### config.mk
export PLATFORM = sky130hd
export DESIGN_NAME = flash_write_flat
export DESIGN_NICKNAME = d
export VERILOG_FILES = /design/src/rtl/flash_write_if.sv /design/src/rtl/flash_write.sv /design/src/flat_wrapper.sv
export SDC_FILE = /design/constraint.sdc
export NUM_CORES = 1
export LEC_CHECK = 0
export ABC_AREA = 1
export BUFFER_PORTS_ARGS = -buffer_cell sky130_fd_sc_hd__buf_2
export CORE_MARGIN = 2
export CORE_UTILIZATION = 40
export DETAILED_ROUTE_END_ITERATION = 16
export PLACE_DENSITY_LB_ADDON = 0.3
export SLEW_MARGIN = 25
export SYNTH_ARGS = -nofsm -noshare
export SYNTH_HDL_FRONTEND = slang
export SYNTH_SLANG_ARGS = --single-unit
### constraint.sdc
create_clock -name clk -period 1.86 [get_ports clk]
set_input_delay 0.372 -clock clk [delete_from_list [all_inputs] [get_ports clk]]
set_output_delay 0.372 -clock clk [all_outputs]
set_load 0.005 [all_outputs]
### src/rtl/flash_write_if.sv
// ============================================================================
// flash_write_if
// Client handshake and serial flash bus bundle for the flash_write programmer.
// Revision: 1.0
// ============================================================================
`default_nettype none

interface flash_write_if;
  logic        start;
  logic        erase;
  logic [23:0] addrin;
  logic [8:0]  length;
  logic [7:0]  din;
  logic        data_req;
  logic [7:0]  data_addr;
  logic        busy;
  logic        done;
  logic        err;
  logic        cclk;
  logic        cs_b;
  logic        mosi;
  logic        miso;

  modport master (
    output start, erase, addrin, length, din, miso,
    input  data_req, data_addr, busy, done, err, cclk, cs_b, mosi
  );

  modport slave (
    input  start, erase, addrin, length, din, miso,
    output data_req, data_addr, busy, done, err, cclk, cs_b, mosi
  );
endinterface

`default_nettype wire

### src/rtl/flash_write.sv
// ============================================================================
// flash_write
// SPI flash programmer: WREN, then page program or 64 KiB sector erase, then
// status polling until WIP clears or the poll budget runs out.
// Revision: 1.0
// ============================================================================
`default_nettype none

module flash_write #(
  parameter int          CS_GAP     = 4,
  parameter logic [23:0] POLL_LIMIT = 24'hFFFFFF
) (
  input  logic         clk,
  input  logic         rst,
  flash_write_if.slave bus
);

  // Bit 2 marks every chip-select-active state, so cs_b is a single flop bit.
  typedef enum logic [2:0] {
    S_IDLE = 3'b000,
    S_GAP1 = 3'b001,
    S_GAP2 = 3'b010,
    S_WREN = 3'b100,
    S_CMD  = 3'b101,
    S_DATA = 3'b110,
    S_POLL = 3'b111
  } state_t;

  state_t      state, state_n;
  logic [31:0] sr, sr_n;
  logic [7:0]  cnt, cnt_n;
  logic [8:0]  left, left_n;
  logic [7:0]  req_idx, req_idx_n;
  logic [23:0] addr_q, addr_n;
  logic        erase_q, erase_n;
  logic        status_ph, status_ph_n;
  logic [23:0] poll_cnt, poll_cnt_n;
  logic        busy_q, busy_n;
  logic        done_q, done_n;
  logic        err_q, err_n;
  logic        mosi_c, data_req_c;

  always_ff @(posedge clk) begin
    if (rst) begin
      state     <= S_IDLE;
      sr        <= '0;
      cnt       <= '0;
      left      <= '0;
      req_idx   <= '0;
      addr_q    <= '0;
      erase_q   <= 1'b0;
      status_ph <= 1'b0;
      poll_cnt  <= '0;
      busy_q    <= 1'b0;
      done_q    <= 1'b0;
      err_q     <= 1'b0;
    end else begin
      state     <= state_n;
      sr        <= sr_n;
      cnt       <= cnt_n;
      left      <= left_n;
      req_idx   <= req_idx_n;
      addr_q    <= addr_n;
      erase_q   <= erase_n;
      status_ph <= status_ph_n;
      poll_cnt  <= poll_cnt_n;
      busy_q    <= busy_n;
      done_q    <= done_n;
      err_q     <= err_n;
    end
  end

  always_comb begin
    state_n     = state;
    sr_n        = sr;
    cnt_n       = cnt;
    left_n      = left;
    req_idx_n   = req_idx;
    addr_n      = addr_q;
    erase_n     = erase_q;
    status_ph_n = status_ph;
    poll_cnt_n  = poll_cnt;
    busy_n      = busy_q;
    done_n      = 1'b0;
    err_n       = 1'b0;
    mosi_c      = 1'b0;
    data_req_c  = 1'b0;

    case (state)
      S_IDLE: begin
        if (bus.start) begin
          if (!bus.erase && (bus.length == 9'd0 || bus.length > 9'd256)) begin
            err_n = 1'b1;
          end else begin
            state_n   = S_WREN;
            busy_n    = 1'b1;
            erase_n   = bus.erase;
            addr_n    = bus.addrin;
            left_n    = bus.length;
            req_idx_n = '0;
            sr_n      = {8'h06, 24'h0};
            cnt_n     = 8'd7;
          end
        end
      end
      S_WREN: begin
        mosi_c = sr[31];
        sr_n   = {sr[30:0], 1'b0};
        cnt_n  = cnt - 8'd1;
        if (cnt == 8'd0) begin
          state_n = S_GAP1;
          cnt_n   = 8'(CS_GAP - 1);
        end
      end
      S_GAP1: begin
        cnt_n = cnt - 8'd1;
        if (cnt == 8'd0) begin
          state_n = S_CMD;
          cnt_n   = 8'd31;
          sr_n    = {(erase_q ? 8'hD8 : 8'h02), addr_q};
        end
      end
      S_CMD: begin
        mosi_c     = sr[31];
        sr_n       = {sr[30:0], 1'b0};
        cnt_n      = cnt - 8'd1;
        // Byte 0 is requested two bits early so it lands right after the address.
        data_req_c = !erase_q && (cnt == 8'd1);
        if (cnt == 8'd0) begin
          if (erase_q) begin
            state_n = S_GAP2;
            cnt_n   = 8'(CS_GAP - 1);
          end else begin
            state_n = S_DATA;
            sr_n    = {bus.din, 24'h0};
            cnt_n   = 8'd7;
            left_n  = left - 9'd1;
          end
        end
      end
      S_DATA: begin
        mosi_c     = sr[31];
        sr_n       = {sr[30:0], 1'b0};
        cnt_n      = cnt - 8'd1;
        data_req_c = (cnt == 8'd1) && (left != 9'd0);
        if (cnt == 8'd0) begin
          if (left != 9'd0) begin
            sr_n   = {bus.din, 24'h0};
            cnt_n  = 8'd7;
            left_n = left - 9'd1;
          end else begin
            state_n = S_GAP2;
            cnt_n   = 8'(CS_GAP - 1);
          end
        end
      end
      S_GAP2: begin
        cnt_n = cnt - 8'd1;
        if (cnt == 8'd0) begin
          state_n     = S_POLL;
          sr_n        = {8'h05, 24'h0};
          cnt_n       = 8'd7;
          status_ph_n = 1'b0;
          poll_cnt_n  = '0;
        end
      end
      S_POLL: begin
        cnt_n = cnt - 8'd1;
        if (!status_ph) begin
          mosi_c = sr[31];
          sr_n   = {sr[30:0], 1'b0};
          if (cnt == 8'd0) begin
            status_ph_n = 1'b1;
            cnt_n       = 8'd7;
          end
        end else if (cnt == 8'd0) begin
          // The eighth sample of each status byte is WIP (bit0).
          cnt_n = 8'd7;
          if (!bus.miso) begin
            state_n = S_IDLE;
            done_n  = 1'b1;
            busy_n  = 1'b0;
          end else if (poll_cnt + 24'd1 == POLL_LIMIT) begin
            state_n = S_IDLE;
            err_n   = 1'b1;
            busy_n  = 1'b0;
          end else begin
            poll_cnt_n = poll_cnt + 24'd1;
          end
        end
      end
      default: state_n = S_IDLE;
    endcase

    if (data_req_c) req_idx_n = req_idx + 8'd1;
  end

  assign bus.cs_b      = ~state[2];
  assign bus.mosi      = mosi_c;
  assign bus.data_req  = data_req_c;
  assign bus.data_addr = req_idx;
  assign bus.busy      = busy_q;
  assign bus.done      = done_q;
  assign bus.err       = err_q;
  assign bus.cclk      = ~clk;

endmodule

`default_nettype wire

### src/flat_wrapper.sv
// flat-port wrapper written by rule: the top's interface ports become plain ports
module flash_write_flat 
#(
  parameter int          CS_GAP     = 4,
  parameter logic [23:0] POLL_LIMIT = 24'hFFFFFF
)
  (clk, rst, bus_start, bus_erase, bus_addrin, bus_length, bus_din, bus_miso, bus_data_req, bus_data_addr, bus_busy, bus_done, bus_err, bus_cclk, bus_cs_b, bus_mosi);
  flash_write_if bus_i ();
  input  logic clk;
  input  logic rst;
  input wire logic [$bits(bus_i.start)-1:0] bus_start;
  input wire logic [$bits(bus_i.erase)-1:0] bus_erase;
  input wire logic [$bits(bus_i.addrin)-1:0] bus_addrin;
  input wire logic [$bits(bus_i.length)-1:0] bus_length;
  input wire logic [$bits(bus_i.din)-1:0] bus_din;
  input wire logic [$bits(bus_i.miso)-1:0] bus_miso;
  output wire logic [$bits(bus_i.data_req)-1:0] bus_data_req;
  output wire logic [$bits(bus_i.data_addr)-1:0] bus_data_addr;
  output wire logic [$bits(bus_i.busy)-1:0] bus_busy;
  output wire logic [$bits(bus_i.done)-1:0] bus_done;
  output wire logic [$bits(bus_i.err)-1:0] bus_err;
  output wire logic [$bits(bus_i.cclk)-1:0] bus_cclk;
  output wire logic [$bits(bus_i.cs_b)-1:0] bus_cs_b;
  output wire logic [$bits(bus_i.mosi)-1:0] bus_mosi;
  assign bus_i.start = bus_start;
  assign bus_i.erase = bus_erase;
  assign bus_i.addrin = bus_addrin;
  assign bus_i.length = bus_length;
  assign bus_i.din = bus_din;
  assign bus_i.miso = bus_miso;
  assign bus_data_req = bus_i.data_req;
  assign bus_data_addr = bus_i.data_addr;
  assign bus_busy = bus_i.busy;
  assign bus_done = bus_i.done;
  assign bus_err = bus_i.err;
  assign bus_cclk = bus_i.cclk;
  assign bus_cs_b = bus_i.cs_b;
  assign bus_mosi = bus_i.mosi;
  flash_write #(.CS_GAP(CS_GAP), .POLL_LIMIT(POLL_LIMIT)) u_core (.clk(clk), .rst(rst), .bus(bus_i));
endmodule
# Yosys cells after proc, flatten, opt, wreduce, memory -nomap -nowiden
# Index checks and enable logic that the tools add are counted.
[word_totals] output_inout_bits=15 ram_bits=0 rom_bits=0 latchBits=0 mem_count=0 ff_bits=113 elab_cells=151
[classes] n_mux=74 bitwise_logic=6 div_mod_pow=0 addsub=4 multipliers=0 n_eq_ne=25 shift=0 n_reduce_logical=29 magnitude_cmp=1
[op_table] op="$mux 32" count=9
[op_table] op="$pmux 32 s7" count=1
[op_table] op="$mux 24" count=5
[op_table] op="$mux 8" count=12
[op_table] op="$mux 9" count=6
[op_table] op="$pmux 24 s2" count=1
[op_table] op="$pmux 8 s6" count=1
[op_table] op="$mux 3" count=15
[op_table] op="$pmux 9 s3" count=1
[op_table] op="$add 24x1->24 const B" count=1
[op_table] op="$eq 24x24->1 const B" count=1
[op_table] op="$pmux 3 s7" count=1
[op_table] op="$reduce_and 6->1" count=3
[op_table] op="$mux 1" count=17
[op_table] op="$ne 2x1->1 const B" count=8
[op_table] op="$ne 2x2->1 const B" count=8
[op_table] op="$eq 3x3->1 const B" count=4
[op_table] op="$reduce_and 11->1" count=1
[op_table] op="$pmux 1 s2" count=5
[op_table] op="$gt 9x9->1 const B" count=1
[op_table] op="$logic_not 9->1" count=1
[op_table] op="$reduce_and 3->1" count=3
[op_table] op="$reduce_bool 9->1" count=1
[op_table] op="$sub 9x1->9 const B" count=1
[op_table] op="other kinds (21)" count=32

# Depth between registers and ports, before layout
# Gate-level depths: netlist of the first run.
[logic_depth] ltp_word=7 depth_mapped=17 ltp_nobuf=17

==> metrics, run 1 <==
Setup crit end kind=primary output; Residual DRC=0; family with the most delay on the worst path=simple AND/OR/NAND/NOR gates; post-route cell area=9284 um^2; row count=45; Slew Viols, Final=0; H-tree levels=4; r2r startpoint=u_core.poll_cnt[1]; Max Freq=around 440 MHz; Filler Cells Inserted=1328; vias=between 6000 and 7000; Worst Hold Slack=137.0 ps; DP Area=7619 um^2; Critical Path Start Type=flop; Setup TNS Final=-17570 ps; asr flop ratio synth=0%; Worst Reg-to-Reg Cells=17; CTS clk-pin slew, worst paths=60 ps; Power Dens Cells=1295 nW/um^2; Mapped Area=approximately 6100 um^2; Worst Slack Setup Final=-415.9 ps; Crit. Startpoint=u_core.state[1]; first-pass GRT wire length=30020 um; TritonCTS clock tree=built; die area=16160 um^2; worst skew pair latency=approximately 430 ps; Num CTS Buffers=17; worst slew pin tran=500.3 ps; DR pass1 iterations=5; Iteration-0 DRC Markers=between 400 and 500; Hold Crit Start=bus_miso; flop-to-flop setup slack=-370 ps; clk_skew=roughly 8.0 ps; Syn Inst Count=949; library cells used by synthesis=36; mean post-synth cell area=6.390 um^2; hold endpoint=u_core.bus.done; crit-path cells=nor2_2, nor2_1, nand2_1, clkinv_1, o21ai_0, nor3_2, nand2_4, inv_6, buf_6; mean routed wirelength per cell=13.67 um; WHS Path Cells=2; die height=approximately 130 um; effective utilization at floorplan=40.34%; maximum buffer depth of the clock tree=2; Port Buffers=60; Setup violations, final=70; most common cell after layout, fill and taps aside=nand2_1; Fin. Hold Viols=0; vias per cell=5.076; Critical path buffers and inverters=3; total core area=15030 um^2; RSZ-0062 raised after global routing=yes; failing checks=negative setup slack; antenna violations before repair=0; Detailed Place HPWL=around 12000 um; CP Max Fanout=6; Relative slew margins=66.30%; largest net degree at the start of global routing=66; critical path type=flop to primary output; Worst path slowest cell=dfxtp_2; Synth Register Bits=113; gp weighted congestion=between 0.8 and 0.9; Primary FF master, synth=dfxtp_1; final antenna diode count=0; GR Overflow Total=0; fin crit period=between 2000 and 2500 ps; Hold Crit Class=primary input to flop; max incr delay on CP=400 ps; # IOs=61; share of cells above drive strength 1=between 30% and 40%; fin crit share=122.4%; Post-synth EDFFs=0; CTS root buffer=clkbuf_16; GRT Overall Usage=22.56%; Final ANT Viol Nets=0; worst path arrival time=1900 ps; worst r2r dst=u_core.poll_cnt[15]; Routed WL=18710 um; area grow syn2layout=53.08%; number of global-route vias before repair=6471; CP required=1490 ps; nets@finish=1220; Warnings, synthesis=0; most frequent cells in the layout=nand2_1 (225), buf_4 (140), dfxtp_1 (102), inv_1 (96), a21oi_1 (89); outcome=complete, but fails checks; Net Count, Synth=1001; Max-cap violations=0; VDD IR max=approximately 800 uV; Die W=127.1 um; Seq/Total Area, Yosys=37.30%; Leak Pwr=4.019 nW
## synthesized netlist by cell type (all sizes together), types with 2 or more instances
cell type,count,area [um^2]
buf,15,85.08
nand4,31,193.9
nand3,39,200.2
a31oi,4,25.02
o21ai,88,440.4
nand2,267,1007
clkinv,2,7.510
and3,2,12.51
nor3b,2,15.01
o22ai,3,18.77
ha,6,75.07
nor3,13,65.06
inv,109,409.1
clkbuf,25,93.84
nand3b,3,22.52
o21bai,5,37.54
dfxtp,113,2262
a21oi,103,515.5
xnor2,4,35.03
nor2,100,420.4
xor2,8,70.07
## how the worst max path moves through the flow
stage / to / slack [ps] / depth (start not counted)
final: bus_data_req / -420 / 9
after detailed placement: u_core.poll_cnt[1] / -420 / 16
after global routing: u_core.poll_cnt[9] / -510 / 17
after global placement: u_core.poll_cnt[12] / -380 / 16
after floorplan: u_core.poll_cnt[18] / -70 / 16
after CTS: bus_data_req / -420 / 10
## layer usage
| metal | global-route usage (%) | vias to the layer above | share of wire, % |
|---|---|---|---|
| li1 | - | 3534 | - |
| met1 | 28.51 | 3220 | 44 |
| met2 | 38.61 | 182 | 50 |
| met3 | 4.816 | 13 | 5.0 |
| met4 | 7.111 | 0 | 1.0 |
| met5 | 0 | - | 0 |
## sequential cells by signal, summed over array words and instances, names as in the netlist
signal	count
u_core.status_ph	1
u_core.bus.done	1
u_core.left	9
u_core.addr_q	24
u_core.bus.data_addr	8
u_core.state	3
u_core.bus.busy	1
u_core.bus.err	1
u_core.poll_cnt	24
u_core.cnt	8
u_core.sr	32
u_core.erase_q	1
## power breakdown
group	internal [mW]	switching, mW	total (mW)
Clock	1.87	1.27	3.14
Sequential	2.78	0.223	3.00
Combinational	2.78	3.11	5.89
Total	7.42	4.61	12.0
## metrics by stage
| step | worst slack [ps] | utilization (%) | total power, mW | instances |
|---|---|---|---|---|
| after global placement | -377.8 | 50.68 | 6.841 | 1296 |
| after detailed placement | -422.3 | 50.68 | 6.873 | 1296 |
| after CTS | -420.3 | 58.08 | 10.74 | 1351 |
| after global routing | -505.3 | 61.76 | 12.75 | 1369 |
| final | -415.9 | 61.76 | 12.03 | 1369 |
| after floorplan | -65.21 | - | 5.225 | 949 |
## cell type report
cell class	instances	area (um^2)	area share (%)
multi-input combinational	685	3830	41.25
sequential	113	2281	24.57
timing repair buffer	239	1946	20.96
clock buffer	19	434.2	4.677
inverter	110	422.9	4.555
tap	188	235.2	2.534
clock inverter	15	135.1	1.456
## timing repair
| item | CTS | global route |
|---|---|---|
| gates cloned | 3 | 5 |
| pin swaps | 42 | 60 |
| buffers inserted | 24 | 15 |
| resized for setup | 91 | 120 |
| setup endpoints to repair | 80 | 88 |
| hold buffers | 0 | 0 |
## cell families after synthesis
| logic type | Yosys count | share of synthesized area, % |
|---|---|---|
| adder cells (fa/ha/maj) | 6 | 1.238 |
| XOR/XNOR | 12 | 1.733 |
| AO/OA/AOI/OAI | 208 | 17.76 |
| buffers and inverters | 151 | 9.820 |
| flip-flops | 113 | 37.30 |
| AND/OR/NAND/NOR | 459 | 32.14 |
Power figures use the tool's default switching activity.
==> inputs of run 2 (changes only) <==
--- a/config.mk
+++ b/config.mk
@@ -5,12 +5,11 @@
 export SDC_FILE = /design/constraint.sdc
 export NUM_CORES = 1
 export LEC_CHECK = 0
-export ABC_AREA = 1
 export BUFFER_PORTS_ARGS = -buffer_cell sky130_fd_sc_hd__buf_2
 export CORE_MARGIN = 2
 export CORE_UTILIZATION = 40
 export DETAILED_ROUTE_END_ITERATION = 16
-export PLACE_DENSITY_LB_ADDON = 0.3
+export PLACE_DENSITY = 0.7
 export SLEW_MARGIN = 25
 export SYNTH_ARGS = -nofsm -noshare
 export SYNTH_HDL_FRONTEND = slang
==> run 2 against run 1 <==
The run still ends with negative setup slack left. Combinational power rose by 48%. Clock-buffer cell count unchanged. Cell count shrank 18%. Sequential share of layout area fell by 1.1 points. Critical path depth unchanged. Final area is 5.2% higher. Core utilization rose by 8.1 points. Wire length increased by 24%. First-iteration DRC count is 52% higher. Largest power group unchanged.
==> metrics, run 2 <==
maximum buffer depth of the clock tree=2; Slew Viols, Final=0; GR Overflow Total=0; Iteration-0 DRC Markers=739; worst path arrival time=2870 ps; share of cells above drive strength 1=approximately 49%; Largest register FFs=32; row count=43; Worst Slack Setup Final=-712.5 ps; die height=124.1 um; Synth top area share=39.22%; Power Dens Cells=1607 nW/um^2; Synth Register Bits=roughly 110; DP Area=7316 um^2; failing checks=negative setup slack; fin crit share=138.3%; H-tree levels=4; Fin. Hold Viols=0; post-route cell area=9767 um^2; Detailed Place HPWL=10370 um; number of global-route vias before repair=6130; VDD IR max=1032 uV; DR pass1 iterations=8; DP Worst Slack=-775.6 ps; # IOs=61; mean routed wirelength per cell=20.75 um; outcome=complete, but fails checks; first-pass GRT wire length=30620 um; Setup crit end kind=flop; antenna violations before repair=1; most common cell after layout, fill and taps aside=buf_4; asr flop ratio synth=0%; top cells by area, synth=dfxtp_1 (39%), nor2_1 (6.4%), mux2i_1 (4.3%); Relative slew margins=63.21%; CTS clk-pin slew, worst paths=~60 ps; largest area contributor in the synthesized netlist=dfxtp_1; Port Buffers=60; Post-synth top cells=dfxtp_1 (113), nor2_1 (98), nand2_1 (63); fin crit period=2573 ps; Critical Path Start Type=flop; CP Max Fanout=8; Num CTS Buffers=17; Residual DRC=0; Routed WL=23160 um; Leak Pwr=3.947 nW; TritonCTS clock tree=built; Final ANT Viol Nets=0; Most flops, register=u_core.sr; library cells used by synthesis=between 60 and 70; Setup violations, final=approximately 110; area grow syn2layout=69.33%; effective utilization at floorplan=41.23%; Net Count, Synth=about 760; CP required=2150 ps; Primary FF master, synth=dfxtp_1; Syn Inst Count=approximately 700; die area=about 15000 um^2; Hold Crit Class=primary input to flop; vias=6886; worst skew pair latency=430 ps; clk_skew=7.894 ps; mean post-synth cell area=~8 um^2; most numerous cell in the Yosys netlist=dfxtp_1; most frequent cells in the layout=buf_4 (135), dfxtp_1 (98), nor2_1 (88), buf_2 (55), nand2_1 (50); gp weighted congestion=0.8725; Max Freq=388.7 MHz; vias per cell=6.170; CTS root buffer=clkbuf_16; Post-synth EDFFs=0; Die W=124.1 um; nets@finish=974; Mapped Area=5768 um^2; RSZ-0062 raised after global routing=yes; Top Registers=u_core.sr: 32 flops, u_core.addr_q: 24 flops, u_core.poll_cnt: 24 flops; GRT Overall Usage=25.61%; critical path type=flop to flop; Seq/Total Area, Yosys=39.22%; Warnings, synthesis=0; Max-cap violations=0; largest net degree at the start of global routing=68; total core area=13990 um^2; worst slew pin tran=547.6 ps; Filler Cells Inserted=920
## run 2: cell count changes in the layout (fill, tap and decap cells not counted), sizes merged, moves of 26 or more
cell,before,now
a21oi,103,33
a221oi,1,27
nor3,13,47
inv,114,21
nand2,267,63
o21ai,88,21
## run 2: logic make-up (layout without fill, tap and decap cells)
logic type,Yosys count,count (layout),synth area share [%]
other cells,0,1,0
compound gates,157,159,20.30
simple gates,317,318,26.75
buf+inv,72,297,5.444
mux,26,26,4.534
fa+ha+maj,7,7,1.475
flops,113,113,39.22
xor+xnor,15,15,2.278
## run 2: worst paths after layout
kind         slack [ps]  cells after the start                 from             endpoint
max reg2reg        -710                      9  u_core.poll_cnt[12]  u_core.poll_cnt[20]
min                 180                      3       bus_addrin[18]    u_core.addr_q[18]
max                -710                      9  u_core.poll_cnt[12]  u_core.poll_cnt[20]
min reg2reg         480                      2       u_core.left[8]       u_core.left[8]
## run 2: routing by layer
metal  track usage [%]  routed length [um]
met3             6.548                1762
met1             31.50                9120
met5                 0                   0
met2             41.12               11330
met4             13.48                 940
## run 2: through the flow
step | total power [mW] | TNS [ps] | instances | util (%) | hold slack (ps)
4_1_cts | 13.95 | -32860 | 1095 | 65.38 | 176.6
6_report | 15.70 | -39660 | 1116 | 69.82 | 178.0
3_5_place_dp | 8.265 | -62440 | 1021 | 52.30 | 452.5
3_3_place_gp | 8.186 | -60490 | 1021 | 52.30 | 450.4
2_1_floorplan | 6.856 | -45570 | 707 | - | 398.5
5_1_grt | 16.27 | -46630 | 1116 | 69.82 | 179.8
## run 2: report_power, final
group / switching (mW) / internal (mW) / total, mW
clock network: 1.35 / 2.21 / 3.55
logic: 4.39 / 4.35 / 8.74
registers: 0.465 / 2.94 / 3.40
total: 6.20 / 9.49 / 15.7
## run 2: repair_timing
| action | 4_1_cts | 5_1_grt |
|---|---|---|
| pin swaps | 97 | 46 |
| gates resized for setup | 155 | 90 |
| cloned | 12 | 3 |
| setup endpoints to repair | 113 | 114 |
| hold buffers | 0 | 0 |
| buffers inserted | 32 | 27 |
## run 2: worst max-delay path: stages (launching register included)
cell       delay [ps]
dfxtp_2           320
nand4_1           150
or4_4             610
nor2_4            200
xnor2_2           100
a2111oi_4         360
buf_6             210
buf_8             140
nor3_2             50
a221o_1           300
## run 2: final cells by class
class	count	area, um^2	area share (%)
repair buffers	249	2251	23.05
clock inverters	15	195.2	1.998
flip-flops and latches	113	2293	23.48
inverters	14	56.30	0.5765
multi-input cells	525	4299	44.02
well taps	180	225.2	2.306
clock buffers	19	444.2	4.548
diodes	1	2.502	0.02562
